===== config.mk =====
export PLATFORM = sky130hd
export DESIGN_NAME = uart_frame_decoder_flat
export DESIGN_NICKNAME = d
export VERILOG_FILES = /design/src/rtl/nn_uart_pkg.sv /design/src/rtl/uart_frame_decoder_if.sv /design/src/rtl/uart_byte_timeout.sv /design/src/rtl/uart_frame_decoder.sv /design/src/flat_wrapper.sv
export SDC_FILE = /design/constraint.sdc
export NUM_CORES = 1
export LEC_CHECK = 0
export CAP_MARGIN = 20
export CORE_MARGIN = 5
export CORE_UTILIZATION = 26
export DETAILED_ROUTE_END_ITERATION = 10
export GPL_ROUTABILITY_DRIVEN = 0
export SYNTH_ARGS = -nofsm -noshare
export SYNTH_HDL_FRONTEND = slang
export SYNTH_SLANG_ARGS = --single-unit

===== constraint.sdc =====
create_clock -name clk -period 3.36 [get_ports clk]
set_input_delay 1.008 -clock clk [delete_from_list [all_inputs] [get_ports clk]]
set_output_delay 1.008 -clock clk [all_outputs]
set_load 0.1 [all_outputs]

===== src/rtl/nn_uart_pkg.sv =====
// Shared definitions for the UART-to-NN byte framing path: FSM states and
// default framing constants.
package nn_uart_pkg;

  typedef enum logic [1:0] {
    IDLE    = 2'b00,
    PAYLOAD = 2'b01,
    CHECK   = 2'b10,
    HOLD    = 2'b11
  } state_t;

  localparam logic [7:0]  DEF_SYNC_BYTE    = 8'hA5;
  // 10 bit-times at 9600 baud from a 50 MHz clock
  localparam int unsigned DEF_TIMEOUT_CLKS = 52080;
  localparam int unsigned TIMER_W          = 20;

endpackage


===== src/rtl/uart_frame_decoder_if.sv =====
// Byte-in / frame-out bundle between the UART receiver, the frame decoder
// and the NN input loader. master = decoder side.
interface uart_frame_decoder_if #(
  parameter int unsigned N_BYTES = 8
);
  logic [7:0]           rx_data;
  logic                 rx_valid;
  logic [8*N_BYTES-1:0] frame_data;
  logic                 frame_valid;
  logic                 frame_ready;
  logic                 busy;
  logic                 chk_err;
  logic                 timeout_err;
  logic                 overrun_err;

  modport master (
    input  rx_data, rx_valid, frame_ready,
    output frame_data, frame_valid, busy, chk_err, timeout_err, overrun_err
  );

  modport slave (
    output rx_data, rx_valid, frame_ready,
    input  frame_data, frame_valid, busy, chk_err, timeout_err, overrun_err
  );
endinterface


===== src/rtl/uart_byte_timeout.sv =====
// Inter-byte watchdog: 20-bit up counter that clears on demand and flags
// the cycle in which it sits at LIMIT-1 while still counting.
module uart_byte_timeout
  import nn_uart_pkg::*;
#(
  parameter int unsigned LIMIT = DEF_TIMEOUT_CLKS
) (
  input  logic clk,
  input  logic rst,
  input  logic clr,
  input  logic inc,
  output logic expire
);

  localparam logic [TIMER_W-1:0] LAST = TIMER_W'(LIMIT - 1);

  logic [TIMER_W-1:0] count;

  always_ff @(posedge clk) begin
    if (rst || clr) begin
      count <= '0;
    end else if (inc) begin
      count <= count + TIMER_W'(1);
    end
  end

  assign expire = inc && (count == LAST);

endmodule


===== src/rtl/uart_frame_decoder.sv =====
// Sync-hunting frame decoder: collects N_BYTES payload bytes after SYNC_BYTE,
// verifies an XOR checksum and holds the frame until the loader accepts it.
module uart_frame_decoder
  import nn_uart_pkg::*;
#(
  parameter int unsigned N_BYTES      = 8,
  parameter logic [7:0]  SYNC_BYTE    = DEF_SYNC_BYTE,
  parameter int unsigned TIMEOUT_CLKS = DEF_TIMEOUT_CLKS
) (
  input logic                 clk,
  input logic                 rst,
  uart_frame_decoder_if.master bus
);

  localparam int unsigned     IDX_W    = $clog2(N_BYTES + 1);
  localparam logic [IDX_W-1:0] LAST_IDX = IDX_W'(N_BYTES - 1);

  state_t               state;
  logic [IDX_W-1:0]     idx;
  logic [7:0]           csum;
  logic [8*N_BYTES-1:0] frame_q;
  logic                 frame_valid_q;
  logic                 busy_q;
  logic                 chk_err_q;
  logic                 timeout_err_q;
  logic                 overrun_err_q;
  logic                 counting;
  logic                 timer_clr;
  logic                 expire;

  // Timer runs only while a frame is in flight; a byte always restarts it.
  assign counting  = (state == PAYLOAD) || (state == CHECK);
  assign timer_clr = !counting || bus.rx_valid;

  uart_byte_timeout #(
    .LIMIT(TIMEOUT_CLKS)
  ) u_timeout (
    .clk    (clk),
    .rst    (rst),
    .clr    (timer_clr),
    .inc    (counting),
    .expire (expire)
  );

  always_ff @(posedge clk) begin
    if (rst) begin
      state         <= IDLE;
      idx           <= '0;
      csum          <= '0;
      frame_q       <= '0;
      frame_valid_q <= 1'b0;
      busy_q        <= 1'b0;
      chk_err_q     <= 1'b0;
      timeout_err_q <= 1'b0;
      overrun_err_q <= 1'b0;
    end else begin
      chk_err_q     <= 1'b0;
      timeout_err_q <= 1'b0;
      overrun_err_q <= 1'b0;
      unique case (state)
        IDLE: begin
          if (bus.rx_valid && (bus.rx_data == SYNC_BYTE)) begin
            state  <= PAYLOAD;
            idx    <= '0;
            csum   <= '0;
            busy_q <= 1'b1;
          end
        end
        PAYLOAD: begin
          if (bus.rx_valid) begin
            frame_q[idx*8 +: 8] <= bus.rx_data;
            csum                <= csum ^ bus.rx_data;
            idx                 <= idx + IDX_W'(1);
            if (idx == LAST_IDX) begin
              state <= CHECK;
            end
          end else if (expire) begin
            timeout_err_q <= 1'b1;
            state         <= IDLE;
            busy_q        <= 1'b0;
          end
        end
        CHECK: begin
          if (bus.rx_valid) begin
            if (bus.rx_data == csum) begin
              state         <= HOLD;
              frame_valid_q <= 1'b1;
            end else begin
              chk_err_q <= 1'b1;
              state     <= IDLE;
              busy_q    <= 1'b0;
            end
          end else if (expire) begin
            timeout_err_q <= 1'b1;
            state         <= IDLE;
            busy_q        <= 1'b0;
          end
        end
        HOLD: begin
          // A byte landing in the acceptance cycle is still an overrun.
          if (bus.rx_valid) begin
            overrun_err_q <= 1'b1;
          end
          if (bus.frame_ready) begin
            frame_valid_q <= 1'b0;
            state         <= IDLE;
            busy_q        <= 1'b0;
          end
        end
      endcase
    end
  end

  assign bus.frame_data  = frame_q;
  assign bus.frame_valid = frame_valid_q;
  assign bus.busy        = busy_q;
  assign bus.chk_err     = chk_err_q;
  assign bus.timeout_err = timeout_err_q;
  assign bus.overrun_err = overrun_err_q;

endmodule


===== src/flat_wrapper.sv =====
// flat-port wrapper written by rule: the top's interface ports become plain ports
module uart_frame_decoder_flat import nn_uart_pkg::*;
#(
  parameter int unsigned N_BYTES      = 8,
  parameter logic [7:0]  SYNC_BYTE    = DEF_SYNC_BYTE,
  parameter int unsigned TIMEOUT_CLKS = DEF_TIMEOUT_CLKS
)
  (clk, rst, bus_rx_data, bus_rx_valid, bus_frame_ready, bus_frame_data, bus_frame_valid, bus_busy, bus_chk_err, bus_timeout_err, bus_overrun_err);
  uart_frame_decoder_if #(.N_BYTES(N_BYTES)) bus_i ();
  input logic clk;
  input logic rst;
  input wire logic [$bits(bus_i.rx_data)-1:0] bus_rx_data;
  input wire logic [$bits(bus_i.rx_valid)-1:0] bus_rx_valid;
  input wire logic [$bits(bus_i.frame_ready)-1:0] bus_frame_ready;
  output wire logic [$bits(bus_i.frame_data)-1:0] bus_frame_data;
  output wire logic [$bits(bus_i.frame_valid)-1:0] bus_frame_valid;
  output wire logic [$bits(bus_i.busy)-1:0] bus_busy;
  output wire logic [$bits(bus_i.chk_err)-1:0] bus_chk_err;
  output wire logic [$bits(bus_i.timeout_err)-1:0] bus_timeout_err;
  output wire logic [$bits(bus_i.overrun_err)-1:0] bus_overrun_err;
  assign bus_i.rx_data = bus_rx_data;
  assign bus_i.rx_valid = bus_rx_valid;
  assign bus_i.frame_ready = bus_frame_ready;
  assign bus_frame_data = bus_i.frame_data;
  assign bus_frame_valid = bus_i.frame_valid;
  assign bus_busy = bus_i.busy;
  assign bus_chk_err = bus_i.chk_err;
  assign bus_timeout_err = bus_i.timeout_err;
  assign bus_overrun_err = bus_i.overrun_err;
  uart_frame_decoder #(.N_BYTES(N_BYTES), .SYNC_BYTE(SYNC_BYTE), .TIMEOUT_CLKS(TIMEOUT_CLKS)) u_core (.clk(clk), .rst(rst), .bus(bus_i));
endmodule

==> flow_summary_export.csv, run 1 <==
group,metric,value,unit
finish,flow.area_growth_from_synthesis,28.33,%
cts,cts-hold-fix-buffers,0,
setup_path,required_arrival_time_at_the_worst_endpoint,3600,ps
sta,final_max_slew_viols,0,
cts,cts_made_buffers,9,
placement,detailedPlace.worstSlack,151.9,ps
cts,clock_pin_slew_worst_setup_and_hold_paths,70,ps
drt,ant_nets,0,
sta,tightest_slew,807.8,ps
setup_path,timing.critical_path.fanout_max,5,
yosys,synth-async-reset-ratio,0,
drt,detailedRoute.firstIterationViolations,222,
drt,drt_pass1_iterations,4,
floorplanning,die_w,141.3,um
yosys,synthDominantAreaCellType,"sky130_fd_sc_hd__dfxtp_1",
setup_path,cp-start-kind,"primary input",
setup_path,worstSetupStartpoint,"bus_rx_data[4]",
setup_path,crit_end,"u_core.bus.frame_valid",
floorplanning,core_area,17120,sq um
cts,clk-insertion-delay-late,350,ps
drt,drt-total-wl,11.91,mm
cts,clock-root-buffer,"sky130_fd_sc_hd__clkbuf_16",
drt,vias_per_cell,4.674,
cts,post_cts_resize_count,0,
yosys,post_synthesis_sequential_element_count,103,
yosys,synth_cell_types,51,
sta,finalCritPeriodShare,0.8423,
yosys,top_cells_by_area_in_the_synthesized_netlist,"sky130_fd_sc_hd__dfxtp_1 46%, sky130_fd_sc_hd__mux2i_1 13%, sky130_fd_sc_hd__nor2_1 8.2%, sky130_fd_sc_hd__a21oi_1 2.9%, sky130_fd_sc_hd__ha_1 2.5%",
placement,dp_hpwl,8.860,mm
finish,fillerInstances,1747,
global_route,globalRouteTotalUtil,0.1192,
cts,cts_tree,"done",
drt,post-route-drc-count,0,
cts,max-clock-path-buffers,2,
status,status,"finished clean",
setup_path,timing_worst_setup_path_type,"in -> reg",
setup_path,reg2reg_depth,6,
floorplanning,pin_count,81,
yosys,netlist_area,4483,sq um
floorplanning,placement_rows,48,
sta,setup-tns-final,0,ps
placement,buffer_ports.inserted,80,
yosys,synth_top_area_frac,0.4599,
sta,finalHoldWorstSlack,454.9,ps
setup_path,worstReg2RegStart,"u_core.idx[0]",
power,vdd.ir_drop.worst,252.3,uV
cts,cts_setup_buffers,0,
sta,maxSlewHeadroom,0.4615,
global_route,globalRoute.totalOverflow,0,
sta,rsz0062_at_grt,"false",
cts,clock-sinks,103,
yosys,postSynthNetCount,520,
floorplanning,floorplan.die.height,141.3,um
setup_path,setup.worst_path.end_class,"flip-flop",
hold_path,worst_hold_path_type,"reg -> reg",
cts,clock_tree.htree_level_count,3,
power,power.leakage,2.228,nW
floorplanning,die_area,19970,sq um
sta,setup_slack,529.9,ps
global_route,grt_max_degree,78,
setup_path,timing.reg2reg.setup_slack,780,ps
global_route,antenna_found_initial,0,
drt,via_count,3823,
sta,period_needed,2830,ps
sta,clock-skew-final,7.951,ps
sta,timing_hold_violations_final,0,
yosys,synth_area_per_cell,8.984,sq um
yosys,postSynth.topFlopCell,"sky130_fd_sc_hd__dfxtp_1",
job,timing.max_cap.violations,0,
yosys,ys_warn_count,0,
yosys,ys_seq_area_frac,0.4599,
sta,setup_viol_count_final,0,
power,power_per_cell_area,424.3,nW/um^2
sta,timing.fmax,353.3,MHz
global_route,grt_first_pass_wirelength,19.00,mm
drt,wl_per_cell,14.56,um
setup_path,crit-reg2reg-capture,"u_core.bus.frame_data[2]",
finish,layout-drive-gt1-share,0.1959,
yosys,post_synth_edffs,0,
floorplanning,start_util,0.2619,
global_route,number_of_global_route_vias_before_repair,3648,
yosys,netlist_instances,499,
finish,finalNetCount,608,
setup_path,critical_path_arrival,3070,ps
## worst max-delay path: stages
cell	delay [ps]
sky130_fd_sc_hd__clkdlybuf4s50_1	550
sky130_fd_sc_hd__inv_1	100
sky130_fd_sc_hd__a2111oi_0	510
sky130_fd_sc_hd__nand3_1	230
sky130_fd_sc_hd__nor3_2	340
sky130_fd_sc_hd__mux2i_1	230
sky130_fd_sc_hd__o22ai_1	100
## registers in the layout, indices dropped and copies added (netlist names)
name	flops
u_core.bus.frame_valid	1
u_core.bus.overrun_err	1
u_core.idx	4
u_core.bus.frame_data	64
u_core.csum	8
u_core.u_timeout.count	20
u_core.bus.chk_err	1
u_core.bus.timeout_err	1
u_core.state	2
u_core.bus.busy	1
## area by class of cell
class | instances | area, sq um | area share
timing repair buffer | 96 | 743.2 | 0.1292
inverter | 16 | 61.31 | 0.01066
multi-input combinational | 361 | 2270 | 0.3945
clock inverter | 5 | 80.08 | 0.01392
antenna | 1 | 2.502 | 0.0004350
sequential | 103 | 2062 | 0.3584
tap | 225 | 281.5 | 0.04893
clock buffer | 11 | 252.7 | 0.04393
## metrics by stage
step                      power [mW]  utilization  cell area (sq um)  cells
final                          2.441       0.3361               5753    818
after global routing           2.529       0.3360               5751    817
after CTS                      2.470       0.3360               5751    817
after detailed placement       1.314       0.3165               5418    801
after global placement         1.313       0.3165               5418    801
after floorplan                1.280            -               4483    499
## kinds of logic after synthesis
group,after synthesis,share of synthesized area
simple gates,217,0.2344
xor+xnor,21,0.04103
compound gates,57,0.07703
mux,57,0.1273
buf+inv,35,0.03517
fa+ha+maj,9,0.02512
flops,103,0.4600
## synthesized netlist by cell type (all sizes together), types with 2 or more instances
cell type and n:
nor3 10, inv 15, a21oi 26, and2 11, xnor2 9, nand2b 5
nand3b 4, nand4 8, or3 3, nor2b 7, nor4 5, nor2 102
mux2i 57, o21ai 17, nand3 20, o21bai 2, a2111oi 2, buf 5
clkbuf 14, dfxtp 103, and3 5, nor4b 2, xor2 12, ha 9
nand2 29
## per-layer routing
| layer | global-route usage | part of all wire |
|---|---|---|
| met4 | 0.04793 | 0.014 |
| met2 | 0.1911 | 0.46 |
| met3 | 0.02932 | 0.058 |
| met1 | 0.1539 | 0.46 |
| met5 | 0 | 0 |
## where the power goes
group          total [mW]  internal, mW  switching (mW)
sequential           1.22          1.22        0.000139
combinational      0.0653        0.0241          0.0412
clock                1.16         0.692           0.463
## worst min-delay path by stage
stage	cells after the start	start	to	slack (ps)
2_1_floorplan	1	u_core.u_timeout.count[0]	u_core.u_timeout.count[0]	420
5_1_grt	2	u_core.bus.frame_data[4]	u_core.bus.frame_data[4]	490
3_3_place_gp	1	u_core.u_timeout.count[0]	u_core.u_timeout.count[0]	430
3_5_place_dp	2	u_core.bus.frame_data[4]	u_core.bus.frame_data[4]	450
4_1_cts	2	u_core.bus.frame_data[4]	u_core.bus.frame_data[4]	460
6_report	2	u_core.bus.frame_data[3]	u_core.bus.frame_data[3]	450
## cells in the final DEF, fill, tap and decap left out, drive strengths merged, types with 7 or more instances in the layout
cell type        n
nor2b            7
clkdlybuf4s50   10
mux2i           57
o21ai           17
ha               9
xor2            12
nand4            8
nand3           20
a21oi           26
clkbuf          11
xnor2            9
nor2           102
buf             86
dfxtp          103
nand2           29
inv             15
nor3            10
and2            11
Note: power is estimated with default switching activity, not from simulation.
==> inputs of run 2 (changes only) <==
clock period = 2.4 ns   (was 3.36 ns; I/O delays follow)
==> run 2 against run 1 <==
Hold slack gained 0.93 ps. Via count increased by 0.97%. Utilization up 1.7 points. Largest cell class unchanged. Die area stayed put. Highest routed layer unchanged. Worst setup slack worse by 410 ps.
==> flow_summary_export.csv, run 2 (same netlist as run 1, synthesis figures left out) <==
group,metric,value,unit
placement,buffer_ports.inserted,80,
finish,layout-drive-gt1-share,0.2420,
floorplanning,start_util,0.2619,
drt,wl_per_cell,14.24,um
power,power.share.sequential,0.537,
setup_path,crit-reg2reg-capture,"u_core.state[1]",
placement,dp_hpwl,9.239,mm
placement,numPlacedInstances,832,
setup_path,critical_path_arrival,2540,ps
power,switching_power_as_a_share_of_total_power,0.2177,
cts,clock_pin_slew_worst_setup_and_hold_paths,70,ps
finish,layout.cells.most_common,"sky130_fd_sc_hd__buf_4",
cts,cts_tree,"done",
job,timing.max_cap.violations,0,
drt,detailedRoute.firstIterationViolations,185,
setup_path,reg2reg_depth,8,
hold_path,worst_hold_path_type,"reg -> reg",
power,p_clk_frac,0.428,
power,power_per_cell_area,525.8,nW/um^2
floorplanning,core_area,17120,sq um
drt,drt-total-wl,12.09,mm
global_route,globalRoute.totalOverflow,0,
power,vdd.ir_drop.worst,328.3,uV
finish,fin_cells,849,
setup_path,setup.worst_path.end_class,"flip-flop",
sta,timing.fmax,438.6,MHz
setup_path,required_arrival_time_at_the_worst_endpoint,2660,ps
sta,timing_hold_violations_final,0,
cts,cts-hold-fix-buffers,0,
hold_path,worstHoldPathCells,2,
finish,sequential_cell_area,2062,sq um
finish,mostFrequentLayoutCells,"110 x sky130_fd_sc_hd__buf_4, 103 x sky130_fd_sc_hd__dfxtp_1, 97 x sky130_fd_sc_hd__nor2_1",
finish,fillerInstances,1729,
setup_path,cp-start-kind,"primary input",
sta,setup_viol_count_final,0,
drt,vias_per_cell,4.547,
sta,period_needed,2280,ps
drt,via_count,3860,
global_route,grt.met3_usage,0.03134,
finish,diodes_inserted,0,
power,intPower,2.488,mW
drt,post-route-drc-count,0,
cts,clock_tree.htree_level_count,3,
sta,clock-skew-final,8.489,ps
cts,clock-sinks,103,
cts,clock-root-buffer,"sky130_fd_sc_hd__clkbuf_16",
hold_path,hold-path-endpoint,"u_core.bus.frame_data[3]",
drt,ant_nets,0,
finish,multi_input_comb_area,2311,sq um
global_route,grt.met1_usage,0.1567,
sta,tightest_slew,449.4,ps
power,power.switching,692.4,uW
setup_path,timing.critical_path.fanout_max,2,
sta,final_max_slew_viols,0,
floorplanning,die_w,141.3,um
floorplanning,placement_rows,48,
finish,largest_reg_flops,64,
floorplanning,pin_count,81,
global_route,grt_first_pass_wirelength,20.04,mm
setup_path,worstReg2RegStart,"u_core.state[0]",
drt,drt_pass1_iterations,4,
sta,rsz0062_at_grt,"false",
global_route,number_of_global_route_vias_before_repair,3899,
global_route,globalRouteTotalUtil,0.1240,
global_route,grt_max_degree,68,
sta,maxSlewHeadroom,0.6981,
setup_path,timing.reg2reg.setup_slack,170,ps
cts,clk-insertion-delay-late,350,ps
sta,finalCritPeriodShare,0.9499,
finish,flow.area_growth_from_synthesis,34.94,%
cts,max-clock-path-buffers,2,
hold_path,min-delay-start,"u_core.bus.frame_data[3]",
power,power.leakage,2.436,nW
floorplanning,die_area,19970,sq um
sta,setup-tns-final,0,ps
global_route,met2_resource_use_gr,0.2057,
status,status,"finished clean",
global_route,antenna_found_initial,0,
floorplanning,floorplan.die.height,141.3,um
cts,cts_made_buffers,9,
power,combinational_fraction_of_design_power,0.035,
finish,finalNetCount,640,
setup_path,timing_worst_setup_path_type,"in -> reg",
global_route,globalRoute.busiestLayer,"met2",
[run 2: cell count changes in the layout (fill, tap and decap cells not counted), sizes merged]
cell           previous run  this run
clkbuf                   11        13
clkinvlp                  3         1
clkdlybuf4s50            10         4
buf                      86       118
diode                     1         0
clkinv                    1         3
dlymetal6s2s              0         5
dlygate4sd2               0         1
bufinv                    2         0
[run 2: metrics by stage]
step / setup WS, ps / total power [mW] / util / hold WS, ps / instance area [sq um]
after floorplan: 233.8 / 1.792 / - / 417.2 / 4483
after global placement: -345.7 / 1.855 / 0.3338 / 428.0 / 5713
after detailed placement: -396.2 / 1.856 / 0.3338 / 447.3 / 5713
after CTS: 17.16 / 3.228 / 0.3511 / 461.3 / 6010
after global routing: 46.08 / 3.307 / 0.3534 / 475.0 / 6050
final: 120.3 / 3.181 / 0.3534 / 455.9 / 6050
[run 2: worst max-delay path by stage]
stage	endpoint	from	cells past startpoint	slack [ps]
final	u_core.state[1]	bus_frame_ready	6	120
after global routing	u_core.state[1]	u_core.state[0]	8	50
after CTS	u_core.state[0]	bus_rx_data[0]	8	20
after detailed placement	u_core.state[0]	bus_rx_data[0]	8	-400
after global placement	u_core.bus.frame_valid	bus_rx_data[0]	8	-350
after floorplan	u_core.state[1]	bus_rx_valid	7	230
[run 2: what timing repair did]
item	CTS	global route
buffers inserted	1	0
setup endpoints to repair	4	8
pin swaps	2	6
gates resized for setup	5	12
[run 2: power groups by stage]
stage / registers, mW / logic [mW] / clock network [mW]
floorplan: 1.75 / 0.0431 / 0
global placement: 1.75 / 0.107 / 0
detailed placement: 1.75 / 0.108 / 0
CTS: 1.71 / 0.110 / 1.41
global route: 1.71 / 0.122 / 1.48
finish: 1.71 / 0.112 / 1.36
[run 2: worst max-delay path, cell delays in order]
cell                              delay, ps
sky130_fd_sc_hd__clkdlybuf4s50_1        490
sky130_fd_sc_hd__clkinvlp_2             150
sky130_fd_sc_hd__a221o_1                420
sky130_fd_sc_hd__a31oi_4                170
sky130_fd_sc_hd__or4b_4                 480
sky130_fd_sc_hd__o32ai_2                130
[run 2: layout make-up]
class	instances	area share
clock buffer	13	0.04137
clock inverter	3	0.003102
inverter	16	0.01013
multi-input combinational	361	0.3820
sequential	103	0.3408
tap	225	0.04654
timing repair buffer	128	0.1760
[run 2: per-layer routing]
layer  vias up  wire [um]
li1       1939          -
met2        81       5784
met4         0        183
met1      1825       5492
met5         -          0
met3        15        631
==> inputs of run 3 (changes only) <==
SYNTH_HIERARCHICAL = 1   (was unset)
==> run 3 against run 2 <==
Global-route usage fell by 0.099 points. Sequential power barely moved. Highest routed layer is now met5. Die area rose by 3.2%. Combinational power rose to 2.9 times the previous value. Largest cell class unchanged. Non-clock buffer count fell by 10. Flip-flop and latch count did not move. Critical path depth did not move. Clock power barely moved. Area after synthesis rose by 3.5%. First-iteration DRC count fell by 12%. Maximum frequency rose by 0.47%. Cell count fell by 1.3%.
==> flow_summary_export.csv, run 3 <==
group,metric,value,unit
status,status,"finished clean",
power,power_per_cell_area,562.2,nW/um^2
global_route,grt_max_degree,56,
cts,max-clock-path-buffers,2,
setup_path,worstReg2RegStart,"u_core/idx[0]",
cts,clk-insertion-delay-late,350,ps
global_route,globalRoute.totalOverflow,0,
yosys,postSynthNetCount,524,
sta,timing.fmax,440.7,MHz
yosys,mux_cell_area_share_after_synthesis,0.1254,
sta,finalHoldWorstSlack,453.2,ps
yosys,synth_top_family_by_area,"simple AND/OR/NAND/NOR gates",
cts,cts_tree,"done",
setup_path,required_arrival_time_at_the_worst_endpoint,2670,ps
sta,finalCritPeriodShare,0.9454,
sta,setup_viol_count_final,0,
finish,sequential_cell_area,2062,sq um
yosys,synth-xor-area-share,0.04343,
yosys,top_cells_by_area_in_the_synthesized_netlist,"sky130_fd_sc_hd__dfxtp_1 44%, sky130_fd_sc_hd__mux2i_1 12%, sky130_fd_sc_hd__nor2_1 6.8%, sky130_fd_sc_hd__a21oi_1 3.1%, sky130_fd_sc_hd__xor2_1 2.8%",
drt,via_count,4010,
yosys,synth_area_per_cell,9.221,sq um
floorplanning,die_area,20610,sq um
finish,mostFrequentLayoutCells,"103 x sky130_fd_sc_hd__buf_4, 103 x sky130_fd_sc_hd__dfxtp_1, 84 x sky130_fd_sc_hd__nor2_1",
global_route,globalRouteTotalUtil,0.1230,
floorplanning,pin_count,81,
finish,fillerInstances,1791,
placement,dp_hpwl,9.437,mm
sta,clock-skew-final,7.294,ps
power,power.total,3.411,mW
job,timing.max_cap.violations,0,
setup_path,setup.worst_path.end_class,"flip-flop",
cts,clock-root-buffer,"sky130_fd_sc_hd__clkbuf_16",
finish,final_core_utilization,0.3484,
finish,layout-drive-gt1-share,0.2284,
yosys,synth.most_common_cell,"sky130_fd_sc_hd__dfxtp_1",
floorplanning,floorplan.die.height,143.6,um
yosys,synth-async-reset-ratio,0,
drt,detailedRoute.firstIterationViolations,163,
drt,ant_nets,0,
finish,multi_input_comb_area,2445,sq um
drt,drt-total-wl,12.69,mm
finish,flow.area_growth_from_synthesis,30.83,%
yosys,ys_seq_area_frac,0.4446,
power,power.leakage,2.601,nW
cts,cts_made_buffers,9,
yosys,post_synthesis_sequential_element_count,103,
finish,fin_cells,838,
yosys,ys_top_cells_by_count,"103 x sky130_fd_sc_hd__dfxtp_1, 84 x sky130_fd_sc_hd__nor2_1, 57 x sky130_fd_sc_hd__mux2i_1",
yosys,synth_cell_types,48,
setup_path,worstSetupStartpoint,"bus_rx_data[1]",
drt,wl_per_cell,15.15,um
setup_path,crit_end,"u_core/csum[0]",
sta,tightest_slew,571.5,ps
global_route,antenna_found_initial,1,
placement,detailedPlace.worstSlack,-290.3,ps
sta,setup_slack,131.0,ps
cts,clock_tree.htree_level_count,3,
yosys,synthAdderAreaFrac,0.02428,
floorplanning,core_area,17420,sq um
sta,period_needed,2269,ps
placement,placedInstanceArea,5767,sq um
sta,rsz0062_at_grt,"false",
yosys,netlist_instances,503,
yosys,ys_warn_count,6,
yosys,synth_simple_gate_area_share,0.2584,
sta,maxSlewHeadroom,0.6190,
hold_path,worst_hold_path_type,"reg -> reg",
finish,fin_area,6068,sq um
yosys,postSynth.topFlopCell,"sky130_fd_sc_hd__dfxtp_1",
setup_path,timing_worst_setup_path_type,"in -> reg",
global_route,grt_first_pass_wirelength,19.98,mm
floorplanning,start_util,0.2663,
floorplanning,placement_rows,48,
setup_path,timing.reg2reg.setup_slack,150,ps
setup_path,critical_path_arrival,2540,ps
yosys,post_synth_edffs,0,
drt,drt_pass1_iterations,4,
finish,diodes_inserted,0,
setup_path,reg2reg_depth,7,
placement,numPlacedInstances,821,
global_route,number_of_global_route_vias_before_repair,3873,
sta,timing_hold_violations_final,0,
sta,final_max_slew_viols,0,
power,vdd.ir_drop.worst,320.8,uV
cts,clock_pin_slew_worst_setup_and_hold_paths,70,ps
yosys,synth_compound_gate_area_share,0.07337,
cts,clock-sinks,103,
floorplanning,die_w,143.6,um
placement,buffer_ports.inserted,80,
yosys,synth_top_area_frac,0.4446,
sta,setup-tns-final,0,ps
finish,largest_reg_flops,64,
yosys,netlist_area,4638,sq um
setup_path,timing.critical_path.fanout_max,8,
yosys,synthDominantAreaCellType,"sky130_fd_sc_hd__dfxtp_1",
setup_path,crit-reg2reg-capture,"u_core/bus.frame_data[54]",
drt,post-route-drc-count,0,
drt,vias_per_cell,4.785,
setup_path,cp-start-kind,"primary input",
finish,finalNetCount,629,
==> run 3: cell types whose count changed in the layout (fill, tap and decap cells not counted), sizes merged, moves of 7 or more <==
| cell | delta |
|---|---|
| nor2 | -18 |
| and3 | +12 |
| buf | -10 |
| or3b | +9 |
| o211ai | +8 |
| o21ai | -8 |
| and2 | -7 |
==> run 3: power breakdown <==
part	switching (mW)	internal (mW)
registers	0.00926	1.72
clock network	0.630	0.730
logic	0.206	0.119
==> run 3: kinds of logic after synthesis <==
group,count (synthesis)
and+or+nand+nor,221
muxes,58
AOI/OAI and AO/OA,55
DFF,103
buffers and inverters,34
xor gates and xnor gates,23
adders and majority gates,9
==> run 3: final cells by class <==
| cell class | instances | area share |
|---|---|---|
| Sequential cell | 103 | 0.3398 |
| Clock inverter | 5 | 0.005567 |
| Inverter | 10 | 0.006186 |
| Timing Repair Buffer | 118 | 0.1592 |
| Clock buffer | 11 | 0.04000 |
| Tap cell | 225 | 0.04639 |
| Multi-Input combinational cell | 366 | 0.4029 |
==> run 3: layer usage <==
metal / vias to the layer above / wire [um] / track usage
li1: 1969 / - / -
met5: - / 11 / 0
met3: 19 / 906 / 0.03561
met2: 118 / 5903 / 0.2045
met1: 1902 / 5617 / 0.1509
met4: 2 / 252 / 0.04658
==> run 3: critical path, cell delays in order <==
cell                              delay (ps)
sky130_fd_sc_hd__clkdlybuf4s50_1         450
sky130_fd_sc_hd__nand4b_2                270
sky130_fd_sc_hd__o41ai_4                 300
sky130_fd_sc_hd__nand3_2                 220
sky130_fd_sc_hd__or3b_1                  430
sky130_fd_sc_hd__a21oi_1                 150
==> run 3: what timing repair did <==
| action | CTS | global route |
|---|---|---|
| hold buffers | 0 | 0 |
| gates resized for setup | 0 | 6 |
| endpoints found under the setup margin | 0 | 5 |
| setup buffers | 0 | 1 |
==> run 3: how the worst min path moves through the flow <==
| stage | start | cells past startpoint | slack (ps) | end |
|---|---|---|---|---|
| floorplan | u_core/csum[0] | 2 | 460 | u_core/csum[0] |
| global placement | u_core/bus.frame_data[0] | 2 | 450 | u_core/bus.frame_data[0] |
| detailed placement | u_core/bus.frame_data[1] | 2 | 450 | u_core/bus.frame_data[1] |
| CTS | u_core/bus.frame_data[1] | 2 | 460 | u_core/bus.frame_data[1] |
| global route | u_core/bus.frame_data[1] | 2 | 470 | u_core/bus.frame_data[1] |
| finish | u_core/bus.frame_data[5] | 2 | 450 | u_core/bus.frame_data[5] |
